## src/rtl/btn_conditioner.sv

```systemverilog
// btn_conditioner: push-button front end for the RGB LED driver.
// Synchronises the raw pin, debounces press and release, times the hold
// and produces a clean level plus press/release/long-press pulses and a
// press-toggle flag.
// Optional feature: define BTN_REPEAT_EN to enable auto-repeat of btn_press
// after a long press.
module btn_conditioner #(
  parameter int ACTIVE_HIGH   = 1,
  parameter int DEB_CYCLES    = 1000000,
  parameter int DEB_W         = 20,
  parameter int LONG_CYCLES   = 100000000,
  parameter int LONG_W        = 27,
  parameter int REPEAT_CYCLES = 20000000
) (
  input  logic clk,
  input  logic rst_n,
  input  logic btn_raw,
  output logic btn_level,
  output logic btn_press,
  output logic btn_release,
  output logic btn_long,
  output logic btn_toggle
);

  typedef enum logic [2:0] {
    IDLE         = 3'd0,
    PRESS_WAIT   = 3'd1,
    HELD         = 3'd2,
    RELEASE_WAIT = 3'd3
  } state_t;

  localparam logic [DEB_W-1:0]  DEB_LAST  = DEB_W'(DEB_CYCLES - 1);
  localparam logic [LONG_W-1:0] LONG_LAST = LONG_W'(LONG_CYCLES - 1);
  localparam logic [LONG_W-1:0] LONG_PRE  = LONG_W'(LONG_CYCLES - 2);

  // Reject configurations the counters cannot represent.
  generate
    if (DEB_CYCLES < 2 || LONG_CYCLES < 2 || REPEAT_CYCLES < 1 ||
        DEB_W < $clog2(DEB_CYCLES + 1) || LONG_W < $clog2(LONG_CYCLES + 1)) begin : g_param_check
      $error("btn_conditioner: invalid parameter set");
    end
  endgenerate

  // Hold counter increments but parks at the long-press threshold, so the
  // long pulse can only ever be generated once per press.
  function automatic logic [LONG_W-1:0] hold_sat_inc(input logic [LONG_W-1:0] v);
    return (v == LONG_LAST) ? v : v + LONG_W'(1);
  endfunction

  function automatic logic [DEB_W-1:0] deb_inc(input logic [DEB_W-1:0] v);
    return v + DEB_W'(1);
  endfunction

  logic pin_pol;
  logic sync_p0, sync_p1;
  logic s;

  state_t            state_q, state_d;
  logic [DEB_W-1:0]  dcnt_q, dcnt_d;
  logic [LONG_W-1:0] hcnt_q, hcnt_d;
  logic              level_d, press_d, release_d, long_d, toggle_d;

`ifdef BTN_REPEAT_EN
  localparam int REP_W = (REPEAT_CYCLES > 2) ? $clog2(REPEAT_CYCLES) : 1;
  localparam logic [REP_W-1:0] REP_LAST = REP_W'(REPEAT_CYCLES - 1);

  logic [REP_W-1:0] rcnt_q, rcnt_d;
`endif

  // Polarity is normalised before the synchroniser so everything downstream sees 1 = pressed.
  assign pin_pol = (ACTIVE_HIGH != 0) ? btn_raw : ~btn_raw;
  assign s       = sync_p1;

  // Two-flop synchroniser for the asynchronous pin.
  always_ff @(posedge clk or negedge rst_n) begin
    if (!rst_n) begin
      sync_p0 <= 1'b0;
      sync_p1 <= 1'b0;
    end else begin
      sync_p0 <= pin_pol;
      sync_p1 <= sync_p0;
    end
  end

  // FSM state register.
  always_ff @(posedge clk or negedge rst_n) begin
    if (!rst_n) begin
      state_q <= IDLE;
    end else begin
      state_q <= state_d;
    end
  end

  // Counters and registered outputs.
  always_ff @(posedge clk or negedge rst_n) begin
    if (!rst_n) begin
      dcnt_q      <= '0;
      hcnt_q      <= '0;
      btn_level   <= 1'b0;
      btn_press   <= 1'b0;
      btn_release <= 1'b0;
      btn_long    <= 1'b0;
      btn_toggle  <= 1'b0;
    end else begin
      dcnt_q      <= dcnt_d;
      hcnt_q      <= hcnt_d;
      btn_level   <= level_d;
      btn_press   <= press_d;
      btn_release <= release_d;
      btn_long    <= long_d;
      btn_toggle  <= toggle_d;
    end
  end

`ifdef BTN_REPEAT_EN
  // Auto-repeat period counter.
  always_ff @(posedge clk or negedge rst_n) begin
    if (!rst_n) begin
      rcnt_q <= '0;
    end else begin
      rcnt_q <= rcnt_d;
    end
  end
`endif

  // Next-state, counter and output decode.
  always_comb begin
    state_d   = state_q;
    dcnt_d    = dcnt_q;
    hcnt_d    = hcnt_q;
    level_d   = btn_level;
    press_d   = 1'b0;
    release_d = 1'b0;
    long_d    = 1'b0;
`ifdef BTN_REPEAT_EN
    rcnt_d    = rcnt_q;
`endif

    case (state_q)
      IDLE: begin
        if (s) begin
          state_d = PRESS_WAIT;
          dcnt_d  = '0;
        end
      end

      PRESS_WAIT: begin
        if (!s) begin
          // Glitch: drop back without any output, qualification restarts from scratch.
          state_d = IDLE;
        end else if (dcnt_q == DEB_LAST) begin
          state_d = HELD;
          level_d = 1'b1;
          press_d = 1'b1;
          hcnt_d  = '0;
`ifdef BTN_REPEAT_EN
          rcnt_d  = '0;
`endif
        end else begin
          dcnt_d = deb_inc(dcnt_q);
        end
      end

      HELD: begin
        hcnt_d = hold_sat_inc(hcnt_q);
        long_d = (hcnt_q == LONG_PRE);
`ifdef BTN_REPEAT_EN
        // Repeats only start once the hold counter has parked, i.e. after btn_long.
        if (hcnt_q == LONG_LAST) begin
          if (rcnt_q == REP_LAST) begin
            press_d = 1'b1;
            rcnt_d  = '0;
          end else begin
            rcnt_d = rcnt_q + REP_W'(1);
          end
        end
`endif
        if (!s) begin
          state_d = RELEASE_WAIT;
          dcnt_d  = '0;
        end
      end

      RELEASE_WAIT: begin
        // Hold time keeps running: a bouncy release still counts as held.
        hcnt_d = hold_sat_inc(hcnt_q);
        long_d = (hcnt_q == LONG_PRE);
        if (s) begin
          state_d = HELD;
        end else if (dcnt_q == DEB_LAST) begin
          state_d   = IDLE;
          level_d   = 1'b0;
          release_d = 1'b1;
`ifdef BTN_REPEAT_EN
          rcnt_d    = '0;
`endif
        end else begin
          dcnt_d = deb_inc(dcnt_q);
        end
      end

      default: begin
        // Corrupted encoding: recover to IDLE and drop the level.
        state_d = IDLE;
        level_d = 1'b0;
`ifdef BTN_REPEAT_EN
        rcnt_d  = '0;
`endif
      end
    endcase

    toggle_d = btn_toggle ^ press_d;
  end

endmodule

```

## config.mk

```make
export PLATFORM = sky130hd
export DESIGN_NAME = btn_conditioner
export DESIGN_NICKNAME = d
export VERILOG_FILES = /design/src/rtl/btn_conditioner.sv
export SDC_FILE = /design/constraint.sdc
export NUM_CORES = 1
export LEC_CHECK = 0
export CORE_MARGIN = 3
export CORE_UTILIZATION = 65
export CTS_CLUSTER_SIZE = 30
export DETAILED_ROUTE_END_ITERATION = 8
export MAX_ROUTING_LAYER = met4
export PLACE_DENSITY = 0.87
export SLEW_MARGIN = 20
export SYNTH_ARGS = -nofsm -noshare
export SYNTH_HDL_FRONTEND = slang
export SYNTH_SLANG_ARGS = --single-unit
```

## constraint.sdc

```tcl
create_clock -name clk -period 6 [get_ports clk]
set_clock_uncertainty 0.15 [all_clocks]
set_input_delay 1.8 -clock clk [delete_from_list [all_inputs] [get_ports clk]]
set_output_delay 1.8 -clock clk [all_outputs]
set_load 0.05 [all_outputs]
```

# == Word-level counts from Yosys, hierarchy flattened ==
# Cells that the tools add are included.
# op_classes
addsub,2
n_eq_ne,15
muxes,28
n_bitwise,2
n_reduce_logical,9
# ops
operator,n
2-to-1 mux 20 bit,5
2-to-1 mux 27 bit,3
one-hot mux 20 bit (4 select lines),1
"equality test 27 bit, second input constant",2
one-hot mux 27 bit (2 select lines),1
"adder 27 x 1 -> 27 bit, second input constant",1
"adder 20 x 1 -> 20 bit, second input constant",1
"equality test 20 bit, second input constant",1
2-to-1 mux 3 bit,6
"!= test 2 bit, second input constant",7
one-hot mux 3 bit (4 select lines),1
2-to-1 mux 1 bit,10
AND reduction 5 bit,2
AND reduction 4 bit,2
"equality test 3 x 2 -> 1 bit, second input constant",2
"!= test 3 bit, second input constant",2
nonzero test 4 bit,1
OR reduction 2 bit,2
"equality test 3 x 1 -> 1 bit, second input constant",1
logical NOT 3 bit,1
one-hot mux 1 bit (3 select lines),1
nonzero test 2 bit,1
inverter 1 bit,1
bitwise XOR 1 bit,1
# word_totals
reg_bits,57
inputBits,3
out_inout_bits,5
elab_cells,66

# == Depth between registers and ports, before layout ==
# logic_depth
depth_word,5
mapped_depth,7
depth_no_buf,6

# == Least setup slack after synthesis ==
# No wires, ideal clock.
# synth_timing
path_type,reg2out
start,register btn_toggle
end,output btn_toggle
t_arrival_ns,0.614
required_ns,4.050
path_slack_ns,3.436
path_stages_with_launch,1
path_buffers,0
path_cell_list,dfrtp_1
# synth_rtl
item,line,rtl
start: declaration,22,output logic btn_toggle
start signal: assignment,111,btn_toggle <= toggle_d;
# No word-level cell between the ends.

# == Final worst setup path ==
# layout_timing
start,register btn_level
end,output btn_level
# layout_rtl
item,line,rtl
start: declaration,18,"output logic btn_level,"
start signal: assignment,107,btn_level <= level_d;
# No word-level cell between the ends.

==> flow_metrics.env <==
export IMPL_grt_pass1_vias=2350
export IMPL_die_w_um=74.4
export IMPL_rsz0062_at_grt="false"
export IMPL_yosysTopAreaCell="dfrtp_1"
export IMPL_grt_ovfl_total=0
export IMPL_cts_made_buffers=5
export IMPL_diodes=0
export IMPL_dp_hpwl_um=4260
export IMPL_crit_family="buffers and inverters"
export IMPL_io_buffers=7
export IMPL_drt_iter0_markers=209
export IMPL_synth_edff_count=0
export IMPL_synth_cell_types=54
export IMPL_ant_nets=0
export IMPL_syn_instance_count=324
export IMPL_max_cap_viol_count=0
export IMPL_synthFlopType="dfrtp_1"
export IMPL_start_util_pct=68.3
export IMPL_critPathKind="reg2out"
export IMPL_cp_max_fo=3
export IMPL_synth_seq_cells=56
export IMPL_dieHeight_um=74.4
export IMPL_h_tree_depth=2
export IMPL_max_clock_freq_mhz=290
export IMPL_place_gp_congestion=0.935
export IMPL_power_density_nw_per_um2=195
export IMPL_fin_util_pct=72.5
export IMPL_slew_headroom_pct=45.4
export IMPL_status="finished clean"
export IMPL_vias=2464
export IMPL_arrival_ns=1.50
export IMPL_avgSynthCellArea_um2=9.37
export IMPL_clkSinkCount=56
export IMPL_tightest_slew_ns=0.813
export IMPL_synth_area_leaders="dfrtp_1 (46%), xor2_1 (5.2%), nor2_1 (5.1%)"
export IMPL_tritoncts="yes"
export IMPL_ff2ff_path_depth=6
export IMPL_slew_violations=0
export IMPL_grt_max_degree=57
export IMPL_ys_seq_area_share_pct=46.1
export IMPL_crit_path_end_kind="output pin"
export IMPL_drive_above_1_share_pct=7.88
export IMPL_ios=8
export IMPL_power_leakage_nw=1.37
export IMPL_period_share_pct=57.6
export IMPL_period_minus_slack_ns=3.45
export IMPL_hold_buffers=0
export IMPL_cts_resized_gates=0
export IMPL_path_buf_inv=1
export IMPL_cts_clk_slew_worst_paths_ns=0.10
export IMPL_clockBufferDepth=2
export IMPL_dr_pass1_iters=5
export IMPL_hold_viol_final=0
export IMPL_cts_setup_buffers=0
export IMPL_dieArea_um2=5530
export IMPL_wl_um=6170
export IMPL_gr_usage_all_layers_pct=26.0
export IMPL_drc_errors=0
export IMPL_num_nets_final=335
export IMPL_clk_latency_ns=0.31
export IMPL_cp_required_ns=4.05
export IMPL_setup_viol=0
export IMPL_num_fill_cells=342
export IMPL_fin_tns_setup_ns=0
export IMPL_wl_per_cell_um=16.1
export IMPL_async_flop_share_pct=100
export IMPL_synth_area_um2=3040
export IMPL_synth_warnings=0
export IMPL_syn_nets=330
export IMPL_path_cells="clkdlybuf4s50_1"
export IMPL_syn2layout_area_growth_pct=6.14
export IMPL_antenna_found_initial=0
export IMPL_via_per_inst=6.45
export IMPL_crit_path_start_kind="flop"
export IMPL_grt_pass1_wl_um=10900
export IMPL_rows=24
export IMPL_crit_path_max_incr_delay_ns=0.82
export IMPL_worst_path_max_delay_cell="clkdlybuf4s50_1"
export IMPL_synth_top_area_share_pct=46.1
export IMPL_min_path_cells=0
export IMPL_core_um2=4440
export IMPL_crit_cells=1
export IMPL_hold_path_class="reg2reg"
export IMPL_cts_root_buf="clkbuf_8"
export IMPL_ir_worst_vdd_uv=147
[final timing paths]
| check | end | startpoint | slack [ns] |
|---|---|---|---|
| worst max-delay path | btn_level | btn_level$_DFFE_PN0P_ | 2.55 |
| worst min-delay path | s$_DFF_PN0_ | sync_p0$_DFF_PN0_ | 0.21 |
| worst max register to register | dcnt_q[19]$_DFFE_PN0P_ | flop | 3.54 |
| worst min register to register | s$_DFF_PN0_ | sync_p0$_DFF_PN0_ | 0.21 |
| max in group asynchronous | hcnt_q[24]$_DFFE_PN0P_ | rst_n | 3.78 |
| min in group asynchronous | dcnt_q[19]$_DFFE_PN0P_ | rst_n | 1.46 |
[power by group]
group / internal, mW / switching [mW] / total, mW
Combinational: 0.00731 / 0.0154 / 0.0227
Sequential: 0.381 / 0.00570 / 0.387
Clock: 0.0942 / 0.123 / 0.218
Total: 0.483 / 0.144 / 0.627
[routing by layer]
metal	track usage [%]	share of wire (%)
met5	-	0
met4	6.92	1.0
met3	4.05	4.1
met2	39.0	48
met1	37.2	47
[Yosys cell counts, types with 2 or more instances]
cell type,number
and3_1,11
nand2_1,31
xnor2_1,6
nand2_2,2
nor3_1,11
buf_2,5
clkbuf_1,4
o21ai_0,12
nand3b_1,2
xor2_1,18
inv_1,7
nor4b_1,4
nor4_1,3
nor4_2,2
o31ai_1,3
nor2_1,41
nand3_1,23
or3_1,6
a21oi_1,11
ha_1,3
or4_1,3
mux2i_1,7
o211ai_1,3
and4_1,3
nand4_1,19
dfrtp_1,56
[worst register-to-register path, cell delays in order (launching register included)]
cell,delay (ns)
dfrtp_1,0.74
xnor2_1,0.16
buf_4,0.22
nor4_2,0.63
nand3_1,0.20
xor2_1,0.19
nor2_1,0.05
[registers in the layout, indices dropped and copies added, names as in the netlist, named ones only]
register     count
s                1
btn_long         1
dcnt_q          20
btn_level        1
btn_press        1
btn_release      1
hcnt_q          27
sync_p0          1
state_q          1
btn_toggle       1
[cell usage in the layout (no fill, tap or decap), types with 2 or more instances in the layout]
cell type / instances
nor2_1: 41
nand3_1: 23
or3_1: 6
a21oi_1: 11
nand4_1: 19
nor4_2: 2
clkbuf_8: 6
dfrtp_1: 56
o31ai_1: 3
mux2i_1: 7
o211ai_1: 3
buf_4: 2
nand2_2: 2
or4_1: 3
nand3b_1: 2
nand2_1: 31
o21ai_0: 12
and4_1: 3
clkdlybuf4s50_1: 6
and3_1: 11
xnor2_1: 6
nor4_1: 3
nor4b_1: 4
xor2_1: 18
nor3_1: 11
ha_1: 3
inv_1: 7
[final cells by class]
| cell class | count | area (µm²) | area share [%] |
|---|---|---|---|
| Inverter | 7 | 26.3 | 0.815 |
| Multi-Input combinational cell | 250 | 1560 | 48.3 |
| Clock inverter | 1 | 7.51 | 0.233 |
| Tap cell | 52 | 65.1 | 2.02 |
| Sequential cell | 56 | 1400 | 43.5 |
| Clock buffer | 7 | 86.3 | 2.68 |
| Timing Repair Buffer | 9 | 80.1 | 2.48 |
[cells by family (layout without fill, tap and decap cells)]
| kind of cell | count (synthesis) | count (layout) | share of synthesized area, % |
|---|---|---|---|
| AOI/OAI and AO/OA | 41 | 41 | 8.57 |
| xor gates and xnor gates | 24 | 24 | 6.92 |
| adders and majority gates | 3 | 3 | 1.24 |
| buffers and inverters | 18 | 24 | 2.60 |
| DFF | 56 | 56 | 46.1 |
| muxes | 8 | 8 | 2.68 |
| and+or+nand+nor | 174 | 174 | 31.9 |
[through the flow]
step | std cells | worst slack (ns) | total power [mW] | hold slack (ns) | area [µm²]
after floorplan | 324 | 3.44 | 0.405 | 0.181 | 3040
after global placement | 374 | 2.90 | 0.417 | 0.188 | 3130
after detailed placement | 374 | 2.89 | 0.418 | 0.189 | 3130
after CTS | 382 | 2.55 | 0.627 | 0.210 | 3220
after global routing | 382 | 2.50 | 0.648 | 0.223 | 3220
final | 382 | 2.55 | 0.627 | 0.213 | 3220
Power figures use the tool's default switching activity.
